$ cat src/rtl/arbitro_salida.sv
// -----------------------------------------------------------------------------
// arbitro_salida
//
// Round-robin pop arbiter for the four transaction-layer output FIFOs. It
// issues at most one pop per cycle, rotating between FIFOs with a burst limit.
// It forwards each popped word downstream as a registered stream that is
// tagged with the index of its source FIFO.
//
// Ports
//   clk                    : sole clock, rising edge
//   rst_l                  : synchronous reset, active low
//   data_out_FIFO_0..3     : FIFO read data, valid the cycle after its pop
//   empty_FIFO_0..3        : registered FIFO empty flags
//   pause                  : downstream back-pressure, blocks new pops
//   pop_0..3               : one-hot (or zero) read strobes to the FIFOs
//   data_out               : registered word forwarded downstream
//   valid_out              : qualifier for data_out / src_idx
//   src_idx                : FIFO index that data_out came from
//   idle                   : high while the arbiter sits in IDLE
// -----------------------------------------------------------------------------
module arbitro_salida #(
    parameter int DATA_W = 10,
    parameter int BURST  = 4
) (
    input  logic              clk,
    input  logic              rst_l,
    input  logic [DATA_W-1:0] data_out_FIFO_0,
    input  logic [DATA_W-1:0] data_out_FIFO_1,
    input  logic [DATA_W-1:0] data_out_FIFO_2,
    input  logic [DATA_W-1:0] data_out_FIFO_3,
    input  logic              empty_FIFO_0,
    input  logic              empty_FIFO_1,
    input  logic              empty_FIFO_2,
    input  logic              empty_FIFO_3,
    input  logic              pause,
    output logic              pop_0,
    output logic              pop_1,
    output logic              pop_2,
    output logic              pop_3,
    output logic [DATA_W-1:0] data_out,
    output logic              valid_out,
    output logic [1:0]        src_idx,
    output logic              idle
);

    localparam logic [1:0] ST_RESET  = 2'd0;
    localparam logic [1:0] ST_IDLE   = 2'd1;
    localparam logic [1:0] ST_ACTIVE = 2'd2;

    localparam logic [3:0] BURST_LIM = 4'(BURST);

    logic [1:0]        state;
    logic [1:0]        state_nxt;
    logic [1:0]        rr;
    logic [1:0]        rr_nxt;
    logic [3:0]        bcnt;
    logic [3:0]        bcnt_nxt;
    logic [3:0]        empty_vec;
    logic [3:0]        pop_vec;
    logic              grant_vld;
    logic [1:0]        grant_idx;
    logic [1:0]        cand;
    logic              inflight;
    logic [1:0]        inflight_idx;
    logic [DATA_W-1:0] fifo_data [4];

    assign empty_vec = {empty_FIFO_3, empty_FIFO_2, empty_FIFO_1, empty_FIFO_0};

    assign fifo_data[0] = data_out_FIFO_0;
    assign fifo_data[1] = data_out_FIFO_1;
    assign fifo_data[2] = data_out_FIFO_2;
    assign fifo_data[3] = data_out_FIFO_3;

    // Modulo-4 step around the ring; the 2-bit sum wraps 3 -> 0 on its own.
    function automatic logic [1:0] ring_step(input logic [1:0] base, input int off);
        return base + 2'(off);
    endfunction

    // -------------------------------------------------------------------------
    // Grant selection (combinational, gated by state, pause and live empties)
    // -------------------------------------------------------------------------
    // The scan ends at offset 4, which is rr itself: when only the current
    // FIFO has data and its burst is used up, it is re-granted with a fresh
    // burst instead of stalling a single active source.
    always_comb begin
        grant_vld = 1'b0;
        grant_idx = rr;
        cand      = rr;
        rr_nxt    = rr;
        bcnt_nxt  = bcnt;
        if (state == ST_ACTIVE && !pause) begin
            if (!empty_vec[rr] && bcnt < BURST_LIM) begin
                grant_vld = 1'b1;
                grant_idx = rr;
                bcnt_nxt  = bcnt + 4'd1;
            end else begin
                for (int i = 1; i <= 4; i++) begin
                    cand = ring_step(rr, i);
                    if (!grant_vld && !empty_vec[cand]) begin
                        grant_vld = 1'b1;
                        grant_idx = cand;
                    end
                end
                if (grant_vld) begin
                    rr_nxt   = grant_idx;
                    bcnt_nxt = 4'd1;
                end
            end
        end
    end

    assign pop_vec = grant_vld ? (4'b0001 << grant_idx) : 4'b0000;
    assign pop_0   = pop_vec[0];
    assign pop_1   = pop_vec[1];
    assign pop_2   = pop_vec[2];
    assign pop_3   = pop_vec[3];

    // -------------------------------------------------------------------------
    // State machine next state
    // -------------------------------------------------------------------------
    // Leaving ACTIVE waits for the pipeline to drain so the last word is
    // delivered before idle is reported.
    always_comb begin
        state_nxt = state;
        case (state)
            ST_RESET:  state_nxt = ST_IDLE;
            ST_IDLE:   if (!(&empty_vec)) state_nxt = ST_ACTIVE;
            ST_ACTIVE: if ((&empty_vec) && !inflight) state_nxt = ST_IDLE;
            default:   state_nxt = ST_RESET;
        endcase
    end

    assign idle = (state == ST_IDLE);

    // -------------------------------------------------------------------------
    // Control registers and pop tracking (stage 1: pop issued -> inflight)
    // -------------------------------------------------------------------------
    // A reset drops the in-flight marker, so any word popped just before
    // reset is discarded rather than emitted.
    always_ff @(posedge clk) begin
        if (!rst_l) begin
            state        <= ST_RESET;
            rr           <= 2'd0;
            bcnt         <= 4'd0;
            inflight     <= 1'b0;
            inflight_idx <= 2'd0;
        end else begin
            state    <= state_nxt;
            rr       <= rr_nxt;
            bcnt     <= bcnt_nxt;
            inflight <= grant_vld;
            if (grant_vld) begin
                inflight_idx <= grant_idx;
            end
        end
    end

    // -------------------------------------------------------------------------
    // Output capture (stage 2: FIFO read data -> data_out)
    // -------------------------------------------------------------------------
    always_ff @(posedge clk) begin
        if (!rst_l) begin
            valid_out <= 1'b0;
            data_out  <= '0;
            src_idx   <= 2'd0;
        end else begin
            valid_out <= inflight;
            if (inflight) begin
                data_out <= fifo_data[inflight_idx];
                src_idx  <= inflight_idx;
            end
        end
    end

endmodule

$ cat config.mk
export PLATFORM = sky130hd
export DESIGN_NAME = arbitro_salida
export DESIGN_NICKNAME = d
export VERILOG_FILES = /design/src/rtl/arbitro_salida.sv
export SDC_FILE = /design/constraint.sdc
export NUM_CORES = 1
export LEC_CHECK = 0
export BUFFER_PORTS_ARGS = -buffer_cell sky130_fd_sc_hd__buf_4
export CAP_MARGIN = 15
export CORE_ASPECT_RATIO = 1.5
export CORE_UTILIZATION = 41
export DETAILED_ROUTE_END_ITERATION = 16
export PLACE_DENSITY = 0.75
export SLEW_MARGIN = 20
export SYNTH_ARGS = -nofsm -noshare
export SYNTH_HDL_FRONTEND = slang
export SYNTH_SLANG_ARGS = --single-unit
$ cat constraint.sdc
create_clock -name clk -period 1.7 [get_ports clk]
set_input_delay 0.085 -clock clk [delete_from_list [all_inputs] [get_ports clk]]
set_output_delay 0.085 -clock clk [all_outputs]
set_load 0.005 [all_outputs]
==> out/qor.yml, run 1 <==
yosys:
  ys_ff_latch: 24
  synth_top_cell_area_share_pct: 36.2
  synth_edf_count: 0
  synthesis.nets: 186
  yosysWarnings: 0
  syn_area_sq_mm: 0.00133
  syn_inst: 138
  synth-seq-area-share_pct: 36.2
  async_reset_ff_share_pct: 0
  ys_types: 42
  synth.area.top_cells: "dfxtp_1, mux2i_1, mux4_2, nor2_1, o21ai_0"
  synth.avg_cell_area_sq_um: 9.63
  synth_flop_cell: "dfxtp_1"
  synth_top_area_cell: "dfxtp_1"
clocking:
  clockBufferDepth: 2
  cts_htree_levels: 1
  clk_latency_ns: 0.27
  clockRootBuffer: "clkbuf_8"
  holdBufCountCts: 0
  tritoncts: "done"
  numCtsBuffers: 3
  clk_pin_slew_ns: 0.08
  cts.sinks: 24
cells_and_area:
  layout_commonest_cell: "buf_4"
  mostFrequentLayoutCells: "buf_4, dfxtp_1, nor2_1"
  fin_nets: 263
  final_area_sq_mm: 0.00206
  syn_to_final_growth_pct: 54.9
  antennaDiodeCount: 0
  fill_cells: 270
  layout-drive-gt1-share_pct: 50.5
worst_setup_path:
  max_stage_delay_ns: 0.49
  required_ns: 1.62
  cp_slowest_cell: "or4_4"
  worst_setup_path_start_kind: "flop"
  reg2reg_slack_ns: 0.09
  cp_max_fo: 5
  r2r_start: "rr[0]"
  critPathKind: "flop to output port"
  endpoint: "pop_2"
  crit_arrival_ns: 1.92
  reg2reg_to: "inflight_idx[0]"
  reg2reg_depth: 7
  critical_path.startpoint: "rr[0]"
  cp_cell_sequence: "mux2i_2, a22o_4, or4_4, a221oi_2, buf_4"
  crit_path_end_kind: "output port"
global_routing:
  grt_pass1_wl_um: 6170
  grt_pass1_vias: 1362
  grtUsageTotal_pct: 22.6
  grt_start_max_net_pins: 17
  grt_antenna_before_repair: 0
  overflow: 0
sta:
  period_needed_ns: 2.01
  tightest_slew_ns: 0.447
  skew_ns: 0.00109
  period_share_pct: 118
  maxSlewViolCount: 0
  holdWs_ns: 0.104
  setup_ws_ns: -0.308
  slew_headroom_pct: 70.1
  finalSetupViolCount: 4
  fmax_mhz: 498
  rsz0062_at_grt: "yes"
  hold_viol: 0
min_path:
  hp-class: "input pin to flop"
place:
  place.gp.congestion: 0.785
  io_buffers: 64
  post-dp-hpwl_um: 2900
  placed_area_sq_mm: 0.00192
  preCtsSetupSlack_ns: -0.107
power:
  powerDensity_mw_per_mm2: 657
  peakVddDrop_mv: 0.437
  p_leak_nw: 0.869
run:
  cap_viol_max_count: 0
die:
  die_w_um: 48.5
  die_area_sq_mm: 0.00348
  core-area_sq_mm: 0.00313
  initial_utilization_pct: 42.5
  ios: 65
  die_h_um: 71.7
  rows: 25
detailed_routing:
  drtPass1Iterations: 4
  drt-initial-drc-count: 27
  drt_wl_total_um: 3780
  ant_nets: 0
  wl_per_cell_um: 14.9
  route.detailed.drc: 0
  vias: 1357
  viasPerCell: 5.34
outcome:
  failed_checks: "negative setup slack"
  status: "finished with violations"
## kinds of logic after synthesis
logic type	count (synthesis)	share of synthesized area, %
simple gates	44	17.3
compound gates	31	16.2
mux	24	24.7
flops	24	36.2
buf+inv	14	4.71
fa+ha+maj	1	0.941
## sequential cells by signal (all words and copies together) (netlist names)
register and count:
rr 2, data_out 10, inflight_idx 2, bcnt 4, state 2, valid_out 1, inflight 1, src_idx 2
## layer usage
metal  vias to the layer above  wire, um  GRT usage (%)
met1                       628      1480           24.3
met4                         0        62           9.15
met3                         7       265           4.88
li1                        663         -              -
met5                         -         0              0
met2                        59      1980           42.6
## cells in the mapped netlist (2+ instances only)
master / count
dfxtp_1: 24
mux2i_1: 17
nor2_1: 16
o21ai_0: 9
nand2_1: 8
mux4_2: 7
a21oi_1: 6
inv_1: 5
clkbuf_1: 4
nand3_1: 3
o22ai_1: 3
a31oi_1: 2
and2_1: 2
buf_2: 2
nor3b_1: 2
or2b_2: 2
## worst min path at each step
stage / depth (start not counted) / to / from / slack [ns]
after floorplan: 2 / data_out[3] / data_out_FIFO_2[3] / 0.27
after global placement: 3 / data_out[4] / rst_l / 0.36
after detailed placement: 3 / data_out[5] / rst_l / 0.38
after CTS: 3 / data_out[3] / rst_l / 0.1
after global routing: 3 / data_out[3] / rst_l / 0.12
final: 3 / data_out[5] / rst_l / 0.10
## power breakdown
group / total (mW) / internal, mW / switching (mW)
Sequential: 0.593 / 0.577 / 0.0167
Combinational: 0.262 / 0.161 / 0.101
Clock: 0.497 / 0.315 / 0.182
Total: 1.35 / 1.05 / 0.299
## worst max-delay path: cells and delay by family (launching register included)
family | cells | cell delay (ns)
and+or+nand+nor | 1 | 0.49
DFF | 1 | 0.37
AOI/OAI and AO/OA | 2 | 0.48
muxes | 1 | 0.17
buffers and inverters | 1 | 0.14
## layout make-up
type                            count  area [sq um]  share of cell area (%)
Timing Repair Buffer               80           608                    29.5
Tap cell                           40          50.0                    2.43
Clock buffer                        3          41.3                    2.01
Multi-Input combinational cell    100           821                    39.9
Clock inverter                      1          30.0                    1.46
Sequential cell                    24           485                    23.6
Inverter                            6          22.5                    1.09
## repair_timing
action	in CTS	in global routing
resized for setup	10	2
gates cloned	0	0
endpoints found under the setup margin	4	5
pin swaps	3	1
buffers inserted	3	0
## through the flow
step	std cells	utilization (%)	total power [mW]	TNS [ns]
after floorplan	138	-	0.719	0
after global placement	247	61.3	0.844	-0.0743
after detailed placement	247	61.3	0.856	-0.347
after CTS	254	65.5	1.35	-1.10
after global routing	254	65.8	1.40	-1.47
final	254	65.8	1.35	-1.15
Note: power is estimated with default switching activity, not from simulation.
==> run 2, diff against run 1 <==
Settings changed: CELL_PAD_IN_SITES_DETAIL_PLACEMENT from default to 2, CELL_PAD_IN_SITES_GLOBAL_PLACEMENT from default to 2, CORE_UTILIZATION 41 to 23, PLACE_DENSITY 0.75 to default, PLACE_DENSITY_LB_ADDON from default to 0.1.
==> run 2 against run 1 <==
  * Largest cell class unchanged
  * Clock power shrank 22%
  * Via count grew 4.7%
  * The run still ends with negative setup slack left
  * Flip-flop and latch count is the same
  * Critical path type unchanged
  * Clock skew grew 0.0045 ns
  * Maximum frequency shrank 1.6%
  * Global-route usage shrank 5.8 points
==> out/qor.yml, run 2 (synthesized netlist as in run 1, its figures left out) <==
outcome:
  status: "finished with violations"  # unchanged
  failed_checks: "negative setup slack"  # unchanged
place:
  placed_area_sq_mm: 0.00199  # was 0.00192 sq mm
  preCtsSetupSlack_ns: -0.130  # was -0.107 ns
  post-dp-hpwl_um: 3800  # was 2900 um
  io_buffers: 64  # unchanged
  place.gp.congestion: 0.806  # was 0.785
  placed_cells: 282  # was 247
detailed_routing:
  ant_nets: 0  # unchanged
  vias: 1421  # was 1,357
  drt-initial-drc-count: 22  # was 27
  route.detailed.drc: 0  # unchanged
  wl_per_cell_um: 16.8  # was 14.9 um
  drt_wl_total_um: 4890  # was 3780 um
  drtPass1Iterations: 3  # was 4
  viasPerCell: 4.88  # was 5.34
worst_setup_path:
  cp_max_fo: 4  # was 5
  crit_path_end_kind: "output port"  # unchanged
  critPathKind: "flop to output port"  # unchanged
  required_ns: 1.62  # about the same
  worst_setup_path_start_kind: "flop"  # unchanged
  crit_arrival_ns: 1.96  # was 1.92 ns
  reg2reg_slack_ns: -0.30  # was 0.09 ns
cells_and_area:
  largest_reg_flops: 10  # unchanged
  antennaDiodeCount: 0  # unchanged
  fin_nets: 270  # was 263
  top_regs: "data_out x10, bcnt x4"  # unchanged
  syn_to_final_growth_pct: 61.4  # was 54.9%
  multi_input_area_sq_um: 838  # was 821 sq um
  fin_cells: 291  # was 254
  fin_util_pct: 38.8  # was 65.8%
  final_area_sq_mm: 0.00214  # was 0.00206 sq mm
  top_register: "data_out"  # unchanged
  layout_commonest_cell: "buf_4"  # unchanged
  layout-drive-gt1-share_pct: 52.5  # was 50.5%
  mostFrequentLayoutCells: "buf_4, dfxtp_1, nor2_1, mux2i_1"  # was buf_4, dfxtp_1, nor2_1
  seq_area_sq_um: 484  # was 485 sq um
  fill_cells: 632  # was 270
power:
  p_leak_nw: 0.892  # was 0.869 nW
  power_mw: 1.27  # was 1.35 mW
  powerDensity_mw_per_mm2: 590  # was 657 mW/mm^2
  peakVddDrop_mv: 0.207  # was 0.437 mV
clocking:
  clockBufferDepth: 2  # unchanged
  cts_htree_levels: 1  # unchanged
  clk_latency_ns: 0.27  # about the same
  numCtsBuffers: 3  # unchanged
  holdBufCountCts: 0  # unchanged
  clockRootBuffer: "clkbuf_8"  # unchanged
  tritoncts: "done"  # unchanged
  cts.sinks: 24  # unchanged
  clk_pin_slew_ns: 0.09  # was 0.08 ns
die:
  rows: 33  # was 25
  die_h_um: 95.1  # was 71.7 um
  ios: 65  # unchanged
  die_area_sq_mm: 0.00609  # was 0.00348 sq mm
  die_w_um: 64.1  # was 48.5 um
  initial_utilization_pct: 24.0  # was 42.5%
  core-area_sq_mm: 0.00553  # was 0.00313 sq mm
min_path:
  hp-class: "input pin to flop"  # unchanged
sta:
  setup_ws_ns: -0.341  # was -0.308 ns
  holdWs_ns: 0.0978  # was 0.104 ns
  tightest_slew_ns: 0.511  # was 0.447 ns
  skew_ns: 0.00562  # was 0.00109 ns
  fmax_mhz: 490  # was 498 MHz
  finalSetupTns_ns: -1.83  # was -1.15 ns
  maxSlewViolCount: 0  # unchanged
  slew_headroom_pct: 65.9  # was 70.1%
  period_needed_ns: 2.04  # was 2.01 ns
  finalSetupViolCount: 6  # was 4
  hold_viol: 0  # unchanged
  period_share_pct: 120  # was 118%
  rsz0062_at_grt: "yes"  # unchanged
run:
  cap_viol_max_count: 0  # unchanged
global_routing:
  grt_pass1_vias: 1576  # was 1,362
  grt_antenna_before_repair: 0  # unchanged
  grtUsageTotal_pct: 16.8  # was 22.6%
  overflow: 0  # unchanged
  grt_start_max_net_pins: 15  # was 17
  grt_pass1_wl_um: 7780  # was 6170 um
==> run 2: layout make-up <==
cell class / instances / share of cell area (%)
multi-input combinational: 100 / 39.1
timing repair buffer: 87 / 30.6
sequential: 24 / 22.6
tap: 70 / 4.08
clock buffer: 4 / 2.57
inverter: 6 / 1.05
==> run 2: timing repair <==
action                                 in CTS  in global routing
setup endpoints to repair                   5                  6
endpoints found under the hold margin       0                  0
resized for setup                          14                  2
pin swaps                                   5                  0
setup buffers                               5                  0
==> run 2: metal layers <==
| metal | track usage [%] | vias to the layer above | part of all wire [%] |
|---|---|---|---|
| met5 | 0 | - | 0 |
| met4 | 5.68 | 0 | 1.4 |
| met3 | 3.47 | 6 | 5.9 |
| met2 | 33.4 | 50 | 55 |
| met1 | 16.9 | 693 | 37 |
| li1 | - | 672 | - |
==> run 2: critical path, cell delays in order, from the launching register on <==
cell and delay [ns]:
dfxtp_4 0.37, mux2i_2 0.17, a22o_4 0.28, or4_4 0.49, a221oi_2 0.23, buf_4 0.15
==> run 2: path summary, 6_finish.rpt <==
| check | startpoint | end | cells past startpoint |
|---|---|---|---|
| setup / recovery | rr[0] | pop_2 | 5 |
| hold / removal | rst_l | data_out[4] | 3 |
| setup reg to reg | rr[0] | inflight_idx[1] | 10 |
| hold reg to reg | inflight_idx[0] | inflight_idx[0] | 2 |
==> run 2: where the power goes <==
group | leakage [nW] | internal, mW | switching, mW
registers | 0.195 | 0.577 | 0.0175
logic | 0.668 | 0.170 | 0.112
clock network | 0.0288 | 0.207 | 0.183
total | 0.892 | 0.953 | 0.313
